<file path="src/rtl/pix_sched_pkg.sv">
// Shared definitions for the line-burst pixel scheduler.
package pix_sched_pkg;

  localparam int RGB_W_DEF  = 15;
  localparam int LINE_W_DEF = 640;

  typedef enum logic [1:0] {
    ST_IDLE  = 2'd0,
    ST_START = 2'd1,
    ST_XFER  = 2'd2
  } state_e;

endpackage

</file>
<file path="src/rtl/pix_line_sched_if.sv">
// Requester / scanline-buffer signal bundle for pix_line_sched.
interface pix_line_sched_if
  import pix_sched_pkg::*;
#(
  parameter int RGB_W = RGB_W_DEF
);
  logic [1:0]       iREQ;
  logic [1:0]       oGNT;
  logic [RGB_W-1:0] iRGB0;
  logic [RGB_W-1:0] iRGB1;
  logic [1:0]       iVALID;
  logic [1:0]       oREADY;
  logic [1:0]       oDONE;
  logic [RGB_W-1:0] oPIX_RGB;
  logic             oPIX_WRITE;
  logic             oPIX_START;
  logic             iPIX_FULL;
  logic             oBUSY;
  logic [15:0]      oLINES;

  // Scheduler side
  modport slave (
    input  iREQ, iRGB0, iRGB1, iVALID, iPIX_FULL,
    output oGNT, oREADY, oDONE, oPIX_RGB, oPIX_WRITE, oPIX_START, oBUSY, oLINES
  );

  // Requesters plus scanline buffer side
  modport master (
    output iREQ, iRGB0, iRGB1, iVALID, iPIX_FULL,
    input  oGNT, oREADY, oDONE, oPIX_RGB, oPIX_WRITE, oPIX_START, oBUSY, oLINES
  );
endinterface

</file>
<file path="src/rtl/pix_line_sched_rr_arb2.sv">
// Two-way round-robin arbiter: the last-granted requester loses ties.
module rr_arb2 (
  input  logic       clk,
  input  logic       rst_n,
  input  logic [1:0] req,
  input  logic       upd_en,
  output logic [1:0] gnt
);
  // last_q = index of the most recently granted requester
  logic last_q, last_d;

  // Grant selection and pointer advance
  always_comb begin
    gnt    = 2'b00;
    last_d = last_q;
    if (req == 2'b11) begin
      gnt = last_q ? 2'b01 : 2'b10;
    end else begin
      gnt = req;
    end
    if (upd_en && (gnt != 2'b00)) begin
      last_d = gnt[1];
    end
  end

  // Pointer register; reset as if requester 1 went last so requester 0 wins first
  always_ff @(posedge clk or negedge rst_n) begin
    if (!rst_n) begin
      last_q <= 1'b1;
    end else begin
      last_q <= last_d;
    end
  end
endmodule

</file>
<file path="src/rtl/pix_line_sched.sv">
// Arbitrates two requesters for whole-line pixel bursts into a scanline buffer.
module pix_line_sched
  import pix_sched_pkg::*;
#(
  parameter int LINE_W = LINE_W_DEF,
  parameter int RGB_W  = RGB_W_DEF
) (
  input  logic              iCLK,
  input  logic              iRESETn,
  pix_line_sched_if.slave   bus
);
  localparam int              CNT_W    = (LINE_W > 1) ? $clog2(LINE_W) : 1;
  localparam logic [CNT_W-1:0] CNT_LAST = CNT_W'(LINE_W - 1);

  state_e           state_q, state_d;
  logic [1:0]       gnt_q, gnt_d;
  logic [CNT_W-1:0] cnt_q, cnt_d;
  logic [15:0]      lines_q, lines_d;
  logic             pix_write_q, pix_write_d;
  logic [RGB_W-1:0] pix_rgb_q, pix_rgb_d;

  logic [1:0]       arb_gnt;
  logic             arb_upd;
  logic [1:0]       ready;
  logic [1:0]       done;
  logic             start;
  logic             xfer;
  logic [RGB_W-1:0] sel_rgb;

  rr_arb2 u_arb (
    .clk    (iCLK),
    .rst_n  (iRESETn),
    .req    (bus.iREQ),
    .upd_en (arb_upd),
    .gnt    (arb_gnt)
  );

  // Next-state, handshake and counter logic for the IDLE/START/XFER sequence
  always_comb begin
    state_d = state_q;
    gnt_d   = gnt_q;
    cnt_d   = cnt_q;
    lines_d = lines_q;
    arb_upd = 1'b0;
    ready   = 2'b00;
    done    = 2'b00;
    start   = 1'b0;
    xfer    = 1'b0;
    sel_rgb = gnt_q[1] ? bus.iRGB1 : bus.iRGB0;
    case (state_q)
      ST_IDLE: begin
        if (bus.iREQ != 2'b00) begin
          gnt_d   = arb_gnt;
          arb_upd = 1'b1;
          state_d = ST_START;
        end
      end
      ST_START: begin
        start   = 1'b1;
        state_d = ST_XFER;
      end
      ST_XFER: begin
        ready = gnt_q & {2{~bus.iPIX_FULL}};
        xfer  = |(bus.iVALID & ready);
        if (xfer) begin
          if (cnt_q == CNT_LAST) begin
            done    = gnt_q;
            cnt_d   = '0;
            gnt_d   = 2'b00;
            lines_d = lines_q + 16'd1;
            state_d = ST_IDLE;
          end else begin
            cnt_d = cnt_q + 1'b1;
          end
        end
      end
      default: begin
        state_d = ST_IDLE;
        gnt_d   = 2'b00;
        cnt_d   = '0;
      end
    endcase
    // Accepted pixel is forwarded one cycle later; data holds between writes
    pix_write_d = xfer;
    pix_rgb_d   = xfer ? sel_rgb : pix_rgb_q;
  end

  // State and datapath registers; reset abandons any partial line
  always_ff @(posedge iCLK or negedge iRESETn) begin
    if (!iRESETn) begin
      state_q     <= ST_IDLE;
      gnt_q       <= 2'b00;
      cnt_q       <= '0;
      lines_q     <= 16'd0;
      pix_write_q <= 1'b0;
      pix_rgb_q   <= '0;
    end else begin
      state_q     <= state_d;
      gnt_q       <= gnt_d;
      cnt_q       <= cnt_d;
      lines_q     <= lines_d;
      pix_write_q <= pix_write_d;
      pix_rgb_q   <= pix_rgb_d;
    end
  end

  assign bus.oGNT       = gnt_q;
  assign bus.oREADY     = ready;
  assign bus.oDONE      = done;
  assign bus.oPIX_START = start;
  assign bus.oPIX_WRITE = pix_write_q;
  assign bus.oPIX_RGB   = pix_rgb_q;
  assign bus.oBUSY      = (state_q != ST_IDLE);
  assign bus.oLINES     = lines_q;
endmodule

</file>
<file path="src/flat_wrapper.sv">
// flat-port wrapper written by rule: the top's interface ports become plain ports
module pix_line_sched_flat import pix_sched_pkg::*;
#(
  parameter int LINE_W = LINE_W_DEF,
  parameter int RGB_W  = RGB_W_DEF
)
  (iCLK, iRESETn, bus_iREQ, bus_iRGB0, bus_iRGB1, bus_iVALID, bus_iPIX_FULL, bus_oGNT, bus_oREADY, bus_oDONE, bus_oPIX_RGB, bus_oPIX_WRITE, bus_oPIX_START, bus_oBUSY, bus_oLINES);
  pix_line_sched_if #(.RGB_W(RGB_W)) bus_i ();
  input  logic iCLK;
  input  logic iRESETn;
  input wire logic [$bits(bus_i.iREQ)-1:0] bus_iREQ;
  input wire logic [$bits(bus_i.iRGB0)-1:0] bus_iRGB0;
  input wire logic [$bits(bus_i.iRGB1)-1:0] bus_iRGB1;
  input wire logic [$bits(bus_i.iVALID)-1:0] bus_iVALID;
  input wire logic [$bits(bus_i.iPIX_FULL)-1:0] bus_iPIX_FULL;
  output wire logic [$bits(bus_i.oGNT)-1:0] bus_oGNT;
  output wire logic [$bits(bus_i.oREADY)-1:0] bus_oREADY;
  output wire logic [$bits(bus_i.oDONE)-1:0] bus_oDONE;
  output wire logic [$bits(bus_i.oPIX_RGB)-1:0] bus_oPIX_RGB;
  output wire logic [$bits(bus_i.oPIX_WRITE)-1:0] bus_oPIX_WRITE;
  output wire logic [$bits(bus_i.oPIX_START)-1:0] bus_oPIX_START;
  output wire logic [$bits(bus_i.oBUSY)-1:0] bus_oBUSY;
  output wire logic [$bits(bus_i.oLINES)-1:0] bus_oLINES;
  assign bus_i.iREQ = bus_iREQ;
  assign bus_i.iRGB0 = bus_iRGB0;
  assign bus_i.iRGB1 = bus_iRGB1;
  assign bus_i.iVALID = bus_iVALID;
  assign bus_i.iPIX_FULL = bus_iPIX_FULL;
  assign bus_oGNT = bus_i.oGNT;
  assign bus_oREADY = bus_i.oREADY;
  assign bus_oDONE = bus_i.oDONE;
  assign bus_oPIX_RGB = bus_i.oPIX_RGB;
  assign bus_oPIX_WRITE = bus_i.oPIX_WRITE;
  assign bus_oPIX_START = bus_i.oPIX_START;
  assign bus_oBUSY = bus_i.oBUSY;
  assign bus_oLINES = bus_i.oLINES;
  pix_line_sched #(.LINE_W(LINE_W), .RGB_W(RGB_W)) u_core (.iCLK(iCLK), .iRESETn(iRESETn), .bus(bus_i));
endmodule
</file>
<file path="config.mk">
export PLATFORM = sky130hd
export DESIGN_NAME = pix_line_sched_flat
export DESIGN_NICKNAME = d
export VERILOG_FILES = /design/src/rtl/pix_sched_pkg.sv /design/src/rtl/pix_line_sched_if.sv /design/src/rtl/pix_line_sched_rr_arb2.sv /design/src/rtl/pix_line_sched.sv /design/src/flat_wrapper.sv
export SDC_FILE = /design/constraint.sdc
export NUM_CORES = 1
export LEC_CHECK = 0
export ABC_AREA = 1
export BUFFER_PORTS_ARGS = -buffer_cell sky130_fd_sc_hd__buf_2
export CAP_MARGIN = 40
export CORE_MARGIN = 2
export CORE_UTILIZATION = 35
export DETAILED_ROUTE_END_ITERATION = 10
export PLACE_DENSITY = 0.55
export SLEW_MARGIN = 25
export SYNTH_ARGS = -nofsm -noshare
export SYNTH_HDL_FRONTEND = slang
export SYNTH_HIERARCHICAL = 1
export SYNTH_SLANG_ARGS = --single-unit
</file>
<file path="constraint.sdc">
create_clock -name iCLK -period 4.42 [get_ports iCLK]
set_input_delay 0.884 -clock iCLK [delete_from_list [all_inputs] [get_ports iCLK]]
set_output_delay 0.884 -clock iCLK [all_outputs]
set_load 0.02 [all_outputs]
</file>
# --- Word level (Yosys, flattened, before mapping) ---
# Index checks and enable logic that the tools add are counted.
word_totals:
  ff_bits: 47
  inputBits: 37
  output_inout_bits: 40
  word_cells: 52
classes:
  addsub: 2
  eq_ne: 7
  muxes: 20
  bitwise: 5
  n_reduce_logical: 11
op_table:
  columns: ["op", "count"]
  rows:
  - ["10-bit two-way mux", 2]
  - ["2-bit two-way mux", 10]
  - ["10-bit one-hot mux with 2 select lines", 1]
  - ["16-bit by 1-bit adder with 16-bit output, second input constant", 1]
  - ["15-bit two-way mux", 1]
  - ["2-bit one-hot mux with 3 select lines", 2]
  - ["10-bit by 1-bit adder with 10-bit output, second input constant", 1]
  - ["10-bit equality test, second input constant", 1]
  - ["2-bit by 1-bit inequality test with 1-bit output, second input constant", 3]
  - ["3-bit AND reduction", 2]
  - ["2-bit nonzero test", 3]
  - ["2-bit bitwise AND", 2]
  - ["2-bit equality test, second input constant", 2]
  - ["1-bit two-way mux", 4]
  - ["4-bit AND reduction", 1]
  - ["2-bit OR reduction", 2]
  - ["1-bit inverter", 3]
  - ["2-bit by 1-bit equality test with 1-bit output, second input constant", 1]
  - ["2-bit zero test", 1]
  - ["2-bit AND reduction", 1]
  - ["1-bit logical AND", 1]

# --- Logic depth before layout (Yosys ltp) ---
# Gate-level depths: netlist (run 1).
logic_depth:
  ltp_word: 6
  ltp_mapped: 9

# --- By module ---
# The synthesis (run 1) kept the hierarchy.
modules_own_cells:
  columns: ["mod", "n_inst", "cells_per_inst", "area_each_um2", "seq_area_each_um2"]
  rows:
  - ["pix_line_sched", 1, 347, 2576.2, 1151.1]
  - ["rr_arb2", 1, 8, 61.3, 26.3]

# --- Worst setup path after synthesis (run 1) ---
# No wires, ideal clock.
synth_timing:
  path_type: "input port to output port"
  from: "input bus_iPIX_FULL"
  to: "output bus_oDONE[0]"
  arrival_ns: 1.781
  t_required_ns: 3.536
  setup_slack_ns: 1.755
  stages: 7
  n_path_buf: 0
  cell_sequence: "inv_1 nand3_1 nand2_2 nand2_4 nor2_4 inv_1 nor2_1"
synth_via:
  elab_chain_cells: 6
synth_lines:
  columns: ["item", "line_no", "rtl"]
  rows:
  - ["start, declared", "flat_wrapper.sv:15", "input wire logic [$bits(bus_i.iPIX_FULL)-1:0] bus_iPIX_FULL;"]
  - ["1-bit inverter", "pix_line_sched.sv:63", "ready = gnt_q & {2{~bus.iPIX_FULL}};"]
  - ["2-bit bitwise AND", "pix_line_sched.sv:63", null]
  - ["2-bit bitwise AND", "pix_line_sched.sv:64", "xfer = |(bus.iVALID & ready);"]
  - ["2-bit OR reduction", "pix_line_sched.sv:64", null]
  - ["2-bit two-way mux", "pix_line_sched.sv:65", "if (xfer) begin"]
  - ["2-bit two-way mux", "pix_line_sched.sv:50", "case (state_q)"]
  - ["end, declared", "flat_wrapper.sv:18", "output wire logic [$bits(bus_i.oDONE)-1:0] bus_oDONE;"]
# No other way between the ends.

# --- Final worst setup path (run 1) ---
# Ends and elaborated chain as after synthesis.

==> run summary, run 1 <==
f_max - 349.1 MHz
Pwr per Cell Area - 438.3 nW/µm²
number of global-route vias before repair - 2316
CP cell instances - buf_2 > inv_1 > nand3_1 > nand2_2 > nand2_4 > nor2_4 > inv_1 > nor2_1 > buf_2
1st-iter DRT viols - 75
Largest stage delay, worst path - 0.20 ns
Tcrit/Tclk final - 0.6481
first-pass GRT wire length - 10640 µm
CP Launch Type - input port
Power, Total - 1388 µW
FP Rows - 31
internal power component - 834.3 µW
Net count, final - 468
Layout area overhead - 20.02%
Crit. End Element - output pin
Avg Inst Size Synth - 7.430 µm²
diode count - 0
Placement Cell Area - 3074 µm²
Clock Tree Buf Depth - 2
Final Hold Fails - 0
CTS Buf Count - 5
largest net degree at the start of global routing - 48
drt pass-1 iters - 5
placed cell count - 521
Chip Height - 90.81 µm
MaxCap Viol Count - 0
register area share after synthesis - 0.4464
clk sinks - 47
H-tree levels - 2
leakage - 0.001575 µW
DR vias/cell - 4.707
root buf cell - clkbuf_8
slew of the pin with the lowest slew margin - 0.5970 ns
Sw Share - 0.3988
critical path's slowest cell - nor2_4
core area - 7292 µm²
via count - 2490
CTS tree - yes
clock power share - 0.195
DRC - 0
Rel. slew slack - 0.6020
Synth Warn # - 6
Worst-path clk slew - 0.08 ns
Synth Net Count - 394
fin cells - 529
Die Wd - 90.81 µm
Skew-Pair Late Insertion Delay - 0.30 ns
worst endpoint required time - 3.54 ns
DP HPWL - 4656 µm
total track usage - 0.1565
CP Max Fanout - 9
worst hold slack - 0.4828 ns
Pins Over Slew Limit - 0
status - finished, final reports clean
CTS resizes - 0
Post-CTS Setup Bufs - 0
fin crit period - 2.865 ns
WP buf/inv - 4
critical path's top delay family - simple AND/OR/NAND/NOR gates
Post-Route Setup TNS - 0 ns
Synth Cell Area - 2638 µm²
Setup Crit Path Kind - input port to output pin
Starting Density - 0.3617
layout cells sized above 1 - 0.2372
Sw Pwr - 553.3 µW
Layout Skew - 0.009435 ns
CP arrival - 1.98 ns
Mapped Cells - 355
register share of total power - 0.437
Final ANT Viol Nets - 0
leading cell type in the layout, fill and taps excluded - nand2_1
CTS Hold Bufs - 0
Port-buffer cells - 76
final setup vio count - 0
GPL Wtd Cong - 0.7881
WL final - 6181 µm
Worst Hold Class - flop to flop
gr ovfl total - 0
die area - 8246 µm²
Netlist cell types - 32
commonest cells after routing, fill and taps aside - nand2_1, buf_2, nor2_1
RSZ-0062 raised after global routing - false
Avg WL per Cell - 11.68 µm
worst vdd ir - 0.0002879 V
num ports - 77
initial antenna violation count - 0
flip-flop and latch count after synthesis - 47
fin area - 3166 µm²
combinational power share - 0.369
logic make-up (layout without fill, tap and decap cells):
logic type,count (synthesis),count (layout),share of synthesized area
fa+ha+maj,2,2,0.009486
compound gates,28,28,0.06499
simple gates,229,229,0.3771
buf+inv,40,115,0.07210
xor+xnor,9,9,0.02989
flops,47,47,0.4464
tightest hold or removal path: cells and delay by family (launching register included):
kind	cells	cell delay [ns]
flip-flops	1	0.38
AND/OR/NAND/NOR	2	0.11
layout make-up:
type	count	area (µm²)
flip-flops and latches	47	1177
multi-input cells	268	1270
well taps	99	123.9
inverters	30	112.6
clock inverters	1	5.005
repair buffers	77	390.4
clock buffers	7	86.33
fillers	799	4126
metrics by stage:
step	worst slack [ns]	utilization
detailed placement	1.541	0.4216
global route	1.374	0.4341
CTS	1.536	0.4341
finish	1.555	0.4341
global placement	1.568	0.4212
floorplan	1.755	-
routing by layer:
layer  up-vias  GRT usage  routed length, µm
li1       1278          -                  -
met1      1130     0.2081               2986
met2        76     0.2562               2708
met3         6    0.04257                427
met4         0    0.03409                 59
met5         -          0                  0
worst paths after layout:
path	slack [ns]	cells past startpoint	start	endpoint
min in group asynchronous	0.59	1	iRESETn	u_core/state_q[1]
worst min-delay path	0.48	2	u_core/u_arb/last_q	u_core/u_arb/last_q
worst min register to register	0.48	2	u_core/u_arb/last_q	u_core/u_arb/last_q
worst max-delay path	1.56	9	bus_iPIX_FULL	bus_oDONE[0]
max in group asynchronous	3.43	1	iRESETn	u_core/bus.oLINES[14]
worst max register to register	2.55	7	u_core/state_q[1]	u_core/cnt_q[8]
state kept, by name (all words and copies together) (netlist names):
signal                 count
u_core/u_arb/last_q        1
u_core/bus.oLINES         16
u_core/bus.oGNT            2
u_core/bus.oPIX_RGB       15
u_core/bus.oPIX_WRITE      1
u_core/state_q             2
u_core/cnt_q              10
power by group through the flow:
stage	registers, µW	clock network [µW]	logic (µW)
floorplan	699	0	267
finish	606	270	512
detailed placement	613	0	522
global placement	615	0	512
CTS	608	282	520
global route	620	299	577
cells in the mapped netlist:
master / instances / area share
a31oi_1: 15 / 0.036
clkbuf_1: 2 / 0.0028
buf_2: 2 / 0.0038
o21ai_1: 1 / 0.0019
ha_1: 2 / 0.0095
nor2_2: 1 / 0.0024
dfrtp_1: 46 / 0.44
xor2_1: 2 / 0.0066
nand2_4: 1 / 0.0043
nand2_1: 135 / 0.19
a21oi_1: 2 / 0.0038
o21ai_0: 6 / 0.011
inv_2: 4 / 0.0057
nand3_4: 2 / 0.013
nor3_1: 2 / 0.0038
nand2_2: 2 / 0.0047
xnor2_1: 7 / 0.023
nand4_1: 6 / 0.014
clkinv_1: 1 / 0.0014
nand3b_1: 3 / 0.0085
buf_4: 2 / 0.0057
inv_1: 25 / 0.036
or2_2: 2 / 0.0047
nand3_1: 25 / 0.047
o21ai_2: 2 / 0.0066
buf_6: 4 / 0.017
dfstp_2: 1 / 0.010
nor3_4: 1 / 0.0062
nor2_4: 2 / 0.0085
a21boi_1: 1 / 0.0028
nor2_1: 47 / 0.067
a21boi_0: 1 / 0.0028
Power figures use the tool's default switching activity.
==> run 2: changes to the inputs <==
ABC_AREA = 0   (was 1)
clock period = 2.77 ns   (was 4.42 ns; I/O delays follow)
==> run 2 against run 1 <==
Final cell count fell by 25%. Flip-flop and latch count stayed put. Combinational power grew 65%. Critical path depth down 3. Synthesized cell count shrank 34%. Non-clock buffer count grew 8. Count of clock-buffer cells in the layout up 1. Largest power group unchanged.
==> run summary, run 2 <==
drt pass-1 iters - 4 (-1)
register area share after synthesis - 0.4873 (+0.04092)
core area - 6719 µm² (-7.9%)
leading cell type in the layout, fill and taps excluded - buf_2
gr ovfl total - 0 (unchanged)
Reg2Reg Depth - 7 (unchanged)
FP Rows - 30 (-3.2%)
Post-Route Setup TNS - 0 ns (unchanged)
DRC - 0 (unchanged)
worst endpoint required time - 2.22 ns (-1.32 ns)
Pins Over Slew Limit - 0 (unchanged)
max FFs per register - 16 (unchanged)
MaxCap Viol Count - 0 (unchanged)
CP cell instances - ha_1 > nand4_1 > nor3_2 > nor4b_4 > and2_1 > buf_2
first-pass GRT wire length - 8355 µm (-21%)
Netlist cell types - 45 (+41%)
Rel. slew slack - 0.5950 (-0.006958)
Crit. End Element - output pin
diode count - 0 (unchanged)
layout cells sized above 1 - 0.3407 (+0.1035)
most common cell in the netlist - dfrtp_1
Synth Warn # - 6 (unchanged)
via count - 1973 (-21%)
critical path's top delay family - simple AND/OR/NAND/NOR gates
WP buf/inv - 1 (-3)
Setup crit end - bus_oDONE[0]
Worst R2R Start - u_core/cnt_q[0]
WL final - 5086 µm (-18%)
worst vdd ir - 0.0003848 V (+34%)
crit path launch - u_core/cnt_q[0]
Layout Skew - 0.01058 ns (+0.001146 ns)
Die Wd - 87.09 µm (-4.1%)
most frequent cells after synthesis - dfrtp_1, nand2_1, o21ai_0
Skew-Pair Late Insertion Delay - 0.30 ns (about the same)
Setup Crit Path Kind - flop to output pin
Port-buffer cells - 76 (unchanged)
ys flop type - dfrtp_1
top cell type's share of synthesized area - 0.4764 (+0.04000)
H-tree levels - 2 (unchanged)
CP Launch Type - flop
largest net degree at the start of global routing - 28 (-42%)
f_max - 382.3 MHz
Chip Height - 87.09 µm (-4.1%)
Net count, final - 355 (-24%)
Avg WL per Cell - 12.81 µm (+9.6%)
Reg2Reg Capture Point - u_core/cnt_q[7]
Pwr per Cell Area - 747.5 nW/µm² (+71%)
clk sinks - 47 (unchanged)
DP HPWL - 3687 µm (-21%)
Synth Cell Area - 2416 µm² (-8.4%)
CP arrival - 2.06 ns (+0.08 ns)
slew of the pin with the lowest slew margin - 0.6075 ns (+0.01044 ns)
Layout area overhead - 25.01%
Worst Hold Class - input port to async pin
num ports - 77 (unchanged)
total track usage - 0.1360 (-0.02058)
ys async rst share - 1.000 (unchanged)
GPL Wtd Cong - 0.7402 (-6.1%)
status - finished, final reports clean
Power, Total - 2258 µW (+63%)
CTS Hold Bufs - 0 (unchanged)
critical path's slowest cell - dfrtp_1
Yosys top cell by area - dfrtp_1
DR vias/cell - 4.970 (+5.6%)
final setup vio count - 0 (unchanged)
Tcrit/Tclk final - 0.9443
Worst-path clk slew - 0.09 ns (about the same)
leakage - 0.001563 µW (-0.76%)
critical path depth in cells - 6 (-3)
Mapped Cells - 236 (-34%)
flip-flop and latch count after synthesis - 47 (unchanged)
Starting Density - 0.3596 (-0.002112)
commonest cells after routing, fill and taps aside - buf_2, dfrtp_1, nand2_1
setup slack, reg-to-reg - 0.56 ns (-1.99 ns)
Clock Tree Buf Depth - 2 (unchanged)
number of global-route vias before repair - 1811 (-22%)
fin crit period - 2.616 ns
initial antenna violation count - 0 (unchanged)
Synth area leaders - dfrtp_1, mux2i_1, xor2_1
Final Hold Fails - 0 (unchanged)
number of enable flip-flop cells after synthesis - 0 (unchanged)
Final ANT Viol Nets - 0 (unchanged)
Largest stage delay, worst path - 0.41 ns (+0.21 ns)
CTS Buf Count - 5 (unchanged)
1st-iter DRT viols - 57 (-24%)
Avg Inst Size Synth - 10.24 µm² (+38%)
CP Max Fanout - 6 (-3)
Synth Net Count - 275 (-30%)
die area - 7584 µm² (-8.0%)
final setup margin - 0.1543 ns (-1.401 ns)
dpl ws - 0.2586 ns (-1.283 ns)
CTS tree - yes
root buf cell - clkbuf_8
==> run 2: changes by cell type after synthesis, sizes merged, moves of 5 or more <==
cell / before / now
o21ai: 9 / 23
clkbuf: 2 / 7
mux2i: 0 / 15
a21oi: 2 / 7
a31oi: 15 / 3
inv: 29 / 6
nor3: 3 / 11
nand3: 27 / 8
xor2: 2 / 15
nand2: 138 / 24
nor2: 50 / 8
xnor2: 7 / 0
nor4: 0 / 6
or3: 0 / 5
==> run 2: how the worst min path moves through the flow <==
| stage | slack [ns] | depth (start not counted) | from | end |
|---|---|---|---|---|
| floorplan | 0.26 | 0 | iRESETn | u_core/bus.oGNT[0] |
| global placement | 0.45 | 1 | u_core/bus.oLINES[15] | u_core/bus.oLINES[15] |
| detailed placement | 0.46 | 1 | u_core/bus.oLINES[15] | u_core/bus.oLINES[15] |
| CTS | 0.28 | 1 | iRESETn | u_core/bus.oLINES[15] |
| global route | 0.29 | 1 | iRESETn | u_core/bus.oLINES[15] |
| finish | 0.25 | 1 | iRESETn | u_core/bus.oLINES[15] |
==> run 2: area by class of cell <==
class	instances	area, µm²
inverters	6	22.52
well taps	80	100.1
multi-input cells	171	1172
repair buffers	85	447.9
clock buffers	8	100.1
flip-flops and latches	47	1177
fillers	668	3699
==> run 2: per-layer routing <==
metal | share of wire | GRT usage | vias to the layer above
met4 | 0.0067 | 0.03409 | 0
met5 | 0 | 0 | -
met2 | 0.47 | 0.2158 | 67
met3 | 0.060 | 0.03318 | 5
li1 | - | - | 997
met1 | 0.47 | 0.1865 | 904
==> run 2: power breakdown <==
group	internal (µW)	switching (µW)	leakage (µW)
Combinational	321	523	0.000884
Clock	228	216	0.0000515
Sequential	843	126	0.000627
==> run 2: kinds of logic (layout without fill, tap and decap cells) <==
family	count (synthesis)	after routing	share of synthesized area
buffers and inverters	18	99	0.03573
and+or+nand+nor	90	90	0.2242
adders and majority gates	2	2	0.01036
AOI/OAI and AO/OA	47	47	0.1165
DFF	47	47	0.4873
muxes	17	17	0.07146
xor gates and xnor gates	15	15	0.05438
==> run 2: per-stage QoR <==
stage,cells,instance area [µm²],hold WS (ns),util
floorplan,236,2416,0.2584,-
global placement,388,2893,0.4532,0.4305
detailed placement,388,2893,0.4588,0.4305
CTS,396,2999,0.2768,0.4464
global route,397,3020,0.2947,0.4495
finish,397,3020,0.2547,0.4495
==> run 2: timing repair <==
item / CTS / global route
buffers inserted: 0 / 0
gates resized for setup: 1 / 2
setup endpoints to repair: 2 / 2
==> run 2: worst reg2reg max path, stage by stage (launching register included) <==
cell      delay, ns
dfrtp_1        0.41
ha_1           0.21
nand4_1        0.25
or4_1          0.57
buf_4          0.24
a21boi_0       0.21
buf_4          0.17
a21oi_1        0.04
